[src/rtl/microcode_sequencer_pkg.sv]
// Shared microcode definitions for the sequencer, microcode_rom and the
// microcode source: next-address opcodes, branch conditions, mc_word field
// positions and sequencer state encodings.
package microcode_sequencer_pkg;

    // Next-address opcode carried in mc_word.
    typedef enum logic [2:0] {
        SEQ_NEXT     = 3'b000,
        SEQ_JUMP     = 3'b001,
        SEQ_BRCOND   = 3'b010,
        SEQ_DISPATCH = 3'b011,
        SEQ_FETCH    = 3'b100,
        SEQ_HALT     = 3'b101,
        SEQ_CALL     = 3'b110,
        SEQ_RET      = 3'b111
    } seq_op_e;

    // Branch condition select carried in mc_word.
    typedef enum logic [1:0] {
        COND_ALWAYS = 2'b00,
        COND_Z      = 2'b01,
        COND_N      = 2'b10,
        COND_C      = 2'b11
    } cond_sel_e;

    // Sequencer control states.
    typedef enum logic [1:0] {
        ST_RUN     = 2'd0,
        ST_WAIT_IR = 2'd1,
        ST_HALTED  = 2'd2
    } seq_state_e;

    // Sequencing field positions inside mc_word (microcode_rom layout).
    localparam int MC_SEQ_OP_LSB    = 0;
    localparam int MC_SEQ_OP_MSB    = 2;
    localparam int MC_COND_SEL_LSB  = 3;
    localparam int MC_COND_SEL_MSB  = 4;
    localparam int MC_BR_TARGET_LSB = 5;
    localparam int MC_BR_TARGET_MSB = 10;

endpackage

[src/rtl/microcode_sequencer_dispatch_rom.sv]
// Opcode -> micro-address dispatch table. Kept on its own so the opcode map
// can be edited without touching the sequencer. Unmapped opcodes land on the
// fetch routine, which makes an illegal instruction a NOP.
module mcseq_dispatch_rom #(
    parameter int                   UPC_WIDTH    = 6,
    parameter int                   OPCODE_WIDTH = 4,
    parameter logic [UPC_WIDTH-1:0] FETCH_ADDR   = '0
) (
    input  logic [OPCODE_WIDTH-1:0] opcode,
    output logic [UPC_WIDTH-1:0]    target
);

    // Combinational opcode map; each routine starts on an 8-word boundary.
    always_comb begin
        // NOTE: default first so every path assigns target and no latch is inferred.
        target = FETCH_ADDR;
        case (opcode)
            OPCODE_WIDTH'(1): target = UPC_WIDTH'(8);   // LDA
            OPCODE_WIDTH'(2): target = UPC_WIDTH'(16);  // STA
            OPCODE_WIDTH'(3): target = UPC_WIDTH'(24);  // ADD
            OPCODE_WIDTH'(4): target = UPC_WIDTH'(32);  // SUB
            OPCODE_WIDTH'(5): target = UPC_WIDTH'(40);  // JMP
            OPCODE_WIDTH'(6): target = UPC_WIDTH'(48);  // JZ
            default:          target = FETCH_ADDR;
        endcase
    end

endmodule

[src/rtl/microcode_sequencer.sv]
// Micro-program counter and next-address logic feeding microcode_rom.
// Optional micro-return stack (SEQ_CALL / SEQ_RET) is built only when
// MCSEQ_USTACK_EN is defined; otherwise CALL/RET act as SEQ_NEXT and
// ustack_err is tied low.
module microcode_sequencer
    import microcode_sequencer_pkg::*;
#(
    parameter int                   UPC_WIDTH    = 6,
    parameter int                   OPCODE_WIDTH = 4,
    parameter logic [UPC_WIDTH-1:0] FETCH_ADDR   = '0,
    parameter int                   USTACK_DEPTH = 4
) (
    input  logic                    clk,
    input  logic                    rst_n,
    input  logic [2:0]              seq_op,
    input  logic [UPC_WIDTH-1:0]    br_target,
    input  logic [1:0]              cond_sel,
    input  logic                    flag_z,
    input  logic                    flag_n,
    input  logic                    flag_c,
    input  logic [OPCODE_WIDTH-1:0] opcode,
    input  logic                    ir_valid,
    input  logic                    stall,
    input  logic                    resume,
    output logic [UPC_WIDTH-1:0]    offset,
    output logic                    halted,
    output logic                    ustack_err
);

    seq_state_e           state, state_next;
    logic [UPC_WIDTH-1:0] offset_next;
    logic [UPC_WIDTH-1:0] offset_inc;
    logic [UPC_WIDTH-1:0] dispatch_addr;
    logic                 cond_true;
    seq_op_e              op;

    assign op         = seq_op_e'(seq_op);
    assign offset_inc = offset + UPC_WIDTH'(1);   // wraps modulo 2^UPC_WIDTH
    assign halted     = (state == ST_HALTED);

    mcseq_dispatch_rom #(
        .UPC_WIDTH   (UPC_WIDTH),
        .OPCODE_WIDTH(OPCODE_WIDTH),
        .FETCH_ADDR  (FETCH_ADDR)
    ) u_dispatch (
        .opcode(opcode),
        .target(dispatch_addr)
    );

`ifdef MCSEQ_USTACK_EN
    localparam int SP_W  = $clog2(USTACK_DEPTH + 1);
    localparam int IDX_W = (USTACK_DEPTH > 1) ? $clog2(USTACK_DEPTH) : 1;

    logic [UPC_WIDTH-1:0] ustack [USTACK_DEPTH];
    logic [SP_W-1:0]      sp;
    logic                 push, pop, err_set;
    logic [IDX_W-1:0]     push_idx, top_idx;

    assign push_idx = IDX_W'(sp);
    assign top_idx  = IDX_W'(sp - SP_W'(1));
`else
    assign ustack_err = 1'b0;
`endif

    // Select the branch condition named by cond_sel.
    always_comb begin
        cond_true = 1'b1;
        case (cond_sel_e'(cond_sel))
            COND_ALWAYS: cond_true = 1'b1;
            COND_Z:      cond_true = flag_z;
            COND_N:      cond_true = flag_n;
            COND_C:      cond_true = flag_c;
            default:     cond_true = 1'b1;
        endcase
    end

    // Next-state / next-address decision; stall freezes everything.
    always_comb begin
        state_next  = state;
        offset_next = offset;
`ifdef MCSEQ_USTACK_EN
        push    = 1'b0;
        pop     = 1'b0;
        err_set = 1'b0;
`endif
        if (!stall) begin
            case (state)
                ST_RUN: begin
                    case (op)
                        SEQ_NEXT:   offset_next = offset_inc;
                        SEQ_JUMP:   offset_next = br_target;
                        SEQ_BRCOND: offset_next = cond_true ? br_target : offset_inc;
                        SEQ_DISPATCH: begin
                            if (ir_valid) offset_next = dispatch_addr;
                            else          state_next  = ST_WAIT_IR;
                        end
                        SEQ_FETCH:  offset_next = FETCH_ADDR;
                        SEQ_HALT:   state_next  = ST_HALTED;
`ifdef MCSEQ_USTACK_EN
                        SEQ_CALL: begin
                            offset_next = br_target;
                            if (sp == SP_W'(USTACK_DEPTH)) err_set = 1'b1;
                            else                           push    = 1'b1;
                        end
                        SEQ_RET: begin
                            if (sp == '0) begin
                                offset_next = FETCH_ADDR;
                                err_set     = 1'b1;
                            end else begin
                                offset_next = ustack[top_idx];
                                pop         = 1'b1;
                            end
                        end
`else
                        SEQ_CALL, SEQ_RET: offset_next = offset_inc;
`endif
                        default:    offset_next = offset_inc;
                    endcase
                end
                ST_WAIT_IR: begin
                    if (ir_valid) begin
                        offset_next = dispatch_addr;
                        state_next  = ST_RUN;
                    end
                end
                ST_HALTED: begin
                    if (resume) begin
                        offset_next = FETCH_ADDR;
                        state_next  = ST_RUN;
                    end
                end
                default: begin
                    offset_next = FETCH_ADDR;
                    state_next  = ST_RUN;
                end
            endcase
        end
    end

    // State and micro-PC registers.
    always_ff @(posedge clk or negedge rst_n) begin
        if (!rst_n) begin
            state  <= ST_RUN;
            offset <= FETCH_ADDR;
        end else begin
            // NOTE: non-blocking assignments so every register samples pre-edge values.
            state  <= state_next;
            offset <= offset_next;
        end
    end

`ifdef MCSEQ_USTACK_EN
    // Stack pointer and sticky error flag.
    always_ff @(posedge clk or negedge rst_n) begin
        if (!rst_n) begin
            sp         <= '0;
            ustack_err <= 1'b0;
        end else begin
            if (push)    sp <= sp + SP_W'(1);
            else if (pop) sp <= sp - SP_W'(1);
            if (err_set) ustack_err <= 1'b1;
        end
    end

    // Return-address storage.
    // NOTE: storage is not reset; sp==0 after reset marks every entry invalid.
    always_ff @(posedge clk) begin
        if (push) ustack[push_idx] <= offset_inc;
    end
`endif

endmodule

[config.mk]
export PLATFORM = sky130hd
export DESIGN_NAME = microcode_sequencer
export DESIGN_NICKNAME = d
export VERILOG_FILES = /design/src/rtl/microcode_sequencer_pkg.sv /design/src/rtl/microcode_sequencer_dispatch_rom.sv /design/src/rtl/microcode_sequencer.sv
export SDC_FILE = /design/constraint.sdc
export NUM_CORES = 1
export LEC_CHECK = 0
export CORE_UTILIZATION = 43
export CTS_CLUSTER_SIZE = 16
export DETAILED_ROUTE_END_ITERATION = 8
export GPL_ROUTABILITY_DRIVEN = 0
export GPL_TIMING_DRIVEN = 0
export HOLD_SLACK_MARGIN = 0.03
export PLACE_DENSITY = 0.88
export SYNTH_ARGS = -nofsm -noshare
export SYNTH_HDL_FRONTEND = slang
export SYNTH_SLANG_ARGS = --single-unit
[constraint.sdc]
create_clock -name clk -period 2.3 [get_ports clk]
set_input_delay 0.23 -clock clk [delete_from_list [all_inputs] [get_ports clk]]
set_output_delay 0.23 -clock clk [all_outputs]
set_load 0.02 [all_outputs]
# Yosys cells after proc, flatten, opt, wreduce, memory -nomap -nowiden

Index checks and enable logic that the tools add are counted.

Bits in registers: 8
Output and inout bits: 8
Logic and storage cells: 45

Equal/unequal tests: 23
Muxes and demuxes: 12
Add/sub/neg operators: 1
Reduce and logical (&&, ||, !) cells: 6
Bitwise logic cells: 1

Operator list:

| operator            | count |
|---|---|
| $pmux 6 s6          | 1 |
| $pmux 6 s5          | 1 |
| $mux 6              | 3 |
| $pmux 6 s3          | 1 |
| $eq 3x3->1 const B  | 4 |
| $eq 4x3->1 const B  | 3 |
| $eq 4x2->1 const B  | 2 |
| $add 6x1->6 const B | 1 |
| $eq 2x2->1 const B  | 3 |
| $eq 3x2->1 const B  | 2 |
| $mux 2              | 3 |
| $ne 6x2->1 const B  | 1 |
| $pmux 2 s3          | 1 |
| $reduce_and 5->1    | 1 |
| $eq 2x1->1 const B  | 2 |
| $eq 4x1->1 const B  | 1 |
| $logic_not 2->1     | 2 |
| $ne 2x2->1 const B  | 2 |
| $pmux 1 s4          | 1 |
| $pmux 2 s2          | 1 |
| $eq 3x1->1 const B  | 1 |
| $logic_not 3->1     | 1 |
| $ne 3x1->1 const B  | 1 |
| $ne 3x3->1 const B  | 1 |
| 3 further kinds     | 3 |

# Logic depth before layout (Yosys ltp)

Word-level depth: 5
Mapped depth: 7
Mapped depth without buffers: 7

# Modules after synthesis

A second synthesis with hierarchy kept.

Cells, all modules: 118
Area total of the unflattened synthesis: 935.9 um^2

By module, submodules not included:

| module              | instances | area each (um^2) | cells an instance | seq. area each (um^2) |
|---|---|---|---|---|
| microcode_sequencer | 1         | 870.8            | 108               | 200.2 |
| mcseq_dispatch_rom  | 1         | 65.1             | 10                | 0.0 |

# Worst setup path before layout

No wires, ideal clock.

Path type: input port to flip-flop
From: input port seq_op[2]
To: register offset[0]
Buffers on the path: 0
Data required time: 2174 ps
Library setup time: 126 ps
Data arrival time: 1567 ps
Setup slack: 607 ps
Cell stages on the path: 6
Cell sequence: inv_1 ha_1 o31ai_1 nor4_1 or3b_1 a221o_1

Word-level cells in the longest chain between the ends: 4
Elaborated cells on any way between the ends: 12

RTL lines:

| element                                        | line                       | RTL |
|---|---|---|
| start, declared                                | microcode_sequencer.sv:15  | `input logic [2:0] seq_op,` |
| $eq 3x3->1 or $logic_not 3->1 (tied branches)  | microcode_sequencer.sv:89  | `case (op)` |
| $reduce_or 3->1 (no source line)               | n/a                        |  |
| $pmux 6 s5 or $ne 6x2->1 (tied branches)       | n/a                        |  |
| $pmux 6 s3 or $reduce_and 3->1 (tied branches) | n/a                        |  |
| end signal, assigned                           | microcode_sequencer.sv:148 | `offset <= offset_next;` |
| end, declared                                  | microcode_sequencer.sv:25  | `output logic [UPC_WIDTH-1:0] offset,` |

Several ways; a longest one is shown, not always the timed one.
A chain may end at the register's enable or synchronous reset.

# Worst setup path in the final report

Ends and elaborated chain as after synthesis.

==> impl_summary.log <==
INFO  metric final_net_count = 163
INFO  metric worst_slew_pin_slew = around 0.53 ns
INFO  metric cts_tree = built
INFO  metric fp.dieArea = ~2100 um2
INFO  metric die_w = 46.0 um
INFO  metric gr-usage-met2 = 39.7%
INFO  metric worstPathMaxFanout = 8
INFO  metric grt_use_met3 = under 10%
INFO  metric cts_sinks = 8
INFO  metric yosys_warnings = 0
INFO  metric globalRoute.busiestLayer = met2
INFO  metric place_worst_setup_slack = -0.224 ns
INFO  metric slew-limit-headroom = roughly 64%
INFO  metric viasPerCell = between 6 and 7
INFO  metric setup.worst_path.end_class = flop
INFO  metric dr_pass1_iterations = 4
INFO  metric num_antenna_cells = 0
INFO  metric r2r-end = offset[3]
INFO  metric post_dp_cell_area = about 1100 um2
INFO  metric wl_per_cell = 14.5 um
INFO  metric synth.area.top_cells = sky130_fd_sc_hd__dfrtp_1 24%, sky130_fd_sc_hd__nand2_1 4.1%, sky130_fd_sc_hd__nor2_1 4.1%
INFO  metric power.ir.vdd_worst = 0.244 mV
INFO  metric ctsHtreeMaxLevel = 1
INFO  metric static-leakage-power = 0.000451 uW
INFO  metric syn_to_final_growth = 40.7%
INFO  metric count_of_flip_flops_with_a_built_in_enable_after_synthesis = 0
INFO  metric run_status = completed
INFO  metric port_buffers = 28
INFO  metric drv_slew = 0
INFO  metric post_synth_inst_count = 105
INFO  metric synthTopCellsByCount = 9 x sky130_fd_sc_hd__nand2_1, 9 x sky130_fd_sc_hd__nor2_1, 8 x sky130_fd_sc_hd__dfrtp_1
INFO  metric final.setup_skew = 0.000273 ns
INFO  metric cp_data_required_time = 2.45 ns
INFO  metric synth_nets = 130
INFO  metric power-per-cell-area = 558 nW/um2
INFO  metric design.core.area = around 1800 um2
INFO  metric grt-ovfl-total = 0
INFO  metric cts_buffers = 3
INFO  metric reg2reg_setup_slack = 0.46 ns
INFO  metric detailedRoute.firstIterationViolations = 41
INFO  metric fin_tns_setup = 0 ns
INFO  metric clockBufferDepth = 2
INFO  metric avgSynthCellArea = 7.94 um2
INFO  metric fin_crit_sh = 95.6%
INFO  metric io_pins = 31
INFO  metric postLayoutCellArea = 1170 um2
INFO  metric cap_violations = 0
INFO  metric setup-violations-final = 0
INFO  metric ys_ff_latch = 8
INFO  metric min_period = 2.20 ns
INFO  metric grt_pass1_wl = 3.75 mm
INFO  metric fp-row-count = 15
INFO  metric syn-cell-area = 833 um2
INFO  metric crit_path_start_kind = input port
INFO  metric min_path_type = in2async
INFO  metric synth.distinct_cells = around 50
INFO  metric fmax = between 400 and 500 MHz
INFO  metric seq_area_frac_synth = 24.0%
INFO  metric cp_data_arrival_time = 2.34 ns
INFO  metric worstSetupPathType = in2reg
INFO  metric die_h = 46.0 um
INFO  metric reg2reg_depth = 5
INFO  metric fill_cells = between 150 and 200
INFO  metric postSynth.asyncResetShare = 100%
INFO  metric grt_antenna_before_repair = 0
INFO  metric vias = 970
INFO  metric post-route-drc-count = 0
INFO  metric share_of_post_route_cells_with_drive_strength_above_1 = between 10% and 20%
INFO  metric synthDominantAreaCellType = sky130_fd_sc_hd__dfrtp_1
INFO  metric grt_pass1_vias = 892
INFO  metric grt_use_met1 = 32.5%
INFO  metric worstSkewPairLatency = approximately 0.26 ns
INFO  metric hold_violations = 0
INFO  metric clockRootBuffer = sky130_fd_sc_hd__clkbuf_4
INFO  metric area_share_of_the_largest_cell_type_after_synthesis = between 20% and 30%
INFO  metric track_usage = 25.0%
INFO  metric synth_flop_cell = sky130_fd_sc_hd__dfrtp_1
INFO  metric timing.final.ws_setup = between 0.1 and 0.15 ns
INFO  metric starting_density = 47.2%
INFO  metric ant_nets = 0
INFO  metric detailed_place_hpwl = ~1.8 mm
INFO  metric clk_transition_reported_paths = 0.06 ns
INFO  metric grt_max_degree = 10
INFO  metric cts.hold.buffers_added = 0
INFO  metric finalWirelength = 2.33 mm
INFO  metric r2r-start = state[0]
## state kept, by name, summed over array words and instances (netlist names)
register	count
state	2
offset	6
## report_power, final
part | switching [uW] | internal (uW) | leakage, uW
logic | 152 | 163 | 0.000334
clock network | 52.4 | 60.0 | 0.0000138
registers | 53.9 | 172 | 0.000103
## per-layer routing
metal / share of wire (%) / vias to the layer above
met4: 2.1 / 0
met5: 0 / -
li1: - / 468
met2: 47 / 72
met1: 41 / 425
met3: 9.9 / 5
## layout by cell type, fill, tap and decap left out, types with 2 or more instances in the layout
master / n
sky130_fd_sc_hd__o211ai_1: 2
sky130_fd_sc_hd__a21oi_1: 4
sky130_fd_sc_hd__nand2_1: 9
sky130_fd_sc_hd__o21ai_1: 2
sky130_fd_sc_hd__nor4_1: 2
sky130_fd_sc_hd__nand2b_1: 2
sky130_fd_sc_hd__nand4b_1: 2
sky130_fd_sc_hd__nor3_1: 3
sky130_fd_sc_hd__a211oi_1: 2
sky130_fd_sc_hd__nand4_1: 2
sky130_fd_sc_hd__clkbuf_4: 3
sky130_fd_sc_hd__and3b_1: 2
sky130_fd_sc_hd__nor3b_1: 2
sky130_fd_sc_hd__inv_1: 5
sky130_fd_sc_hd__nor2b_1: 3
sky130_fd_sc_hd__nand3_1: 5
sky130_fd_sc_hd__a31oi_1: 2
sky130_fd_sc_hd__nor2_1: 9
sky130_fd_sc_hd__a221o_1: 3
sky130_fd_sc_hd__ha_1: 2
sky130_fd_sc_hd__o21ai_0: 4
sky130_fd_sc_hd__dfrtp_1: 8
sky130_fd_sc_hd__or2_2: 3
sky130_fd_sc_hd__clkdlybuf4s50_1: 28
## final cells by class
class,count,area [um2],share of cell area (%)
buffer,2,11.3,0.961
clock buffer,3,22.5,1.92
inverter,5,18.8,1.60
multi-input combinational,90,608,51.9
sequential,8,200,17.1
tap,25,31.3,2.67
timing repair buffer,28,280,23.9
## worst max-delay path: stages
cell                              delay (ns)
sky130_fd_sc_hd__clkdlybuf4s50_1        0.60
sky130_fd_sc_hd__inv_1                  0.07
sky130_fd_sc_hd__ha_1                   0.32
sky130_fd_sc_hd__o31ai_2                0.37
sky130_fd_sc_hd__nor4_1                 0.11
sky130_fd_sc_hd__or3b_1                 0.36
sky130_fd_sc_hd__a221o_1                0.29
## worst max-delay path by stage
| stage | slack (ns) | start | end | cells after the start |
|---|---|---|---|---|
| after global placement | -0.19 | seq_op[2] | offset[0] | 7 |
| after detailed placement | -0.22 | seq_op[2] | offset[0] | 7 |
| after global routing | -0.01 | seq_op[2] | offset[0] | 7 |
| after CTS | 0.05 | seq_op[2] | offset[0] | 7 |
| final | 0.10 | seq_op[2] | offset[0] | 7 |
| after floorplan | 0.61 | seq_op[2] | offset[0] | 6 |
## repair_timing
action / 4_1_cts / 5_1_grt
buffers inserted: 0 / 0
gates resized for setup: 0 / 1
setup endpoints to repair: 0 / 3
## logic make-up (layout without fill, tap and decap cells)
group / Yosys count / in the layout / synth area share, %
AO/OA/AOI/OAI: 34 / 34 / 31.1
flip-flops: 8 / 8 / 24.0
adder cells (fa/ha/maj): 2 / 2 / 3.00
AND/OR/NAND/NOR: 51 / 51 / 35.4
XOR/XNOR: 1 / 1 / 1.05
multiplexers: 1 / 1 / 1.35
other: 1 / 1 / 0.450
buffers and inverters: 7 / 38 / 3.60
## per-stage QoR
step	hold WS, ns	util (%)	std cells	power (uW)
3_5_place_dp	0.543	64.9	158	537
2_1_floorplan	-0.0656	-	105	391
6_report	0.262	66.5	161	654
5_1_grt	0.278	66.5	161	694
3_3_place_gp	0.539	64.9	158	526
4_1_cts	0.270	66.2	161	648
No activity file was read; power rests on OpenSTA's default activity.
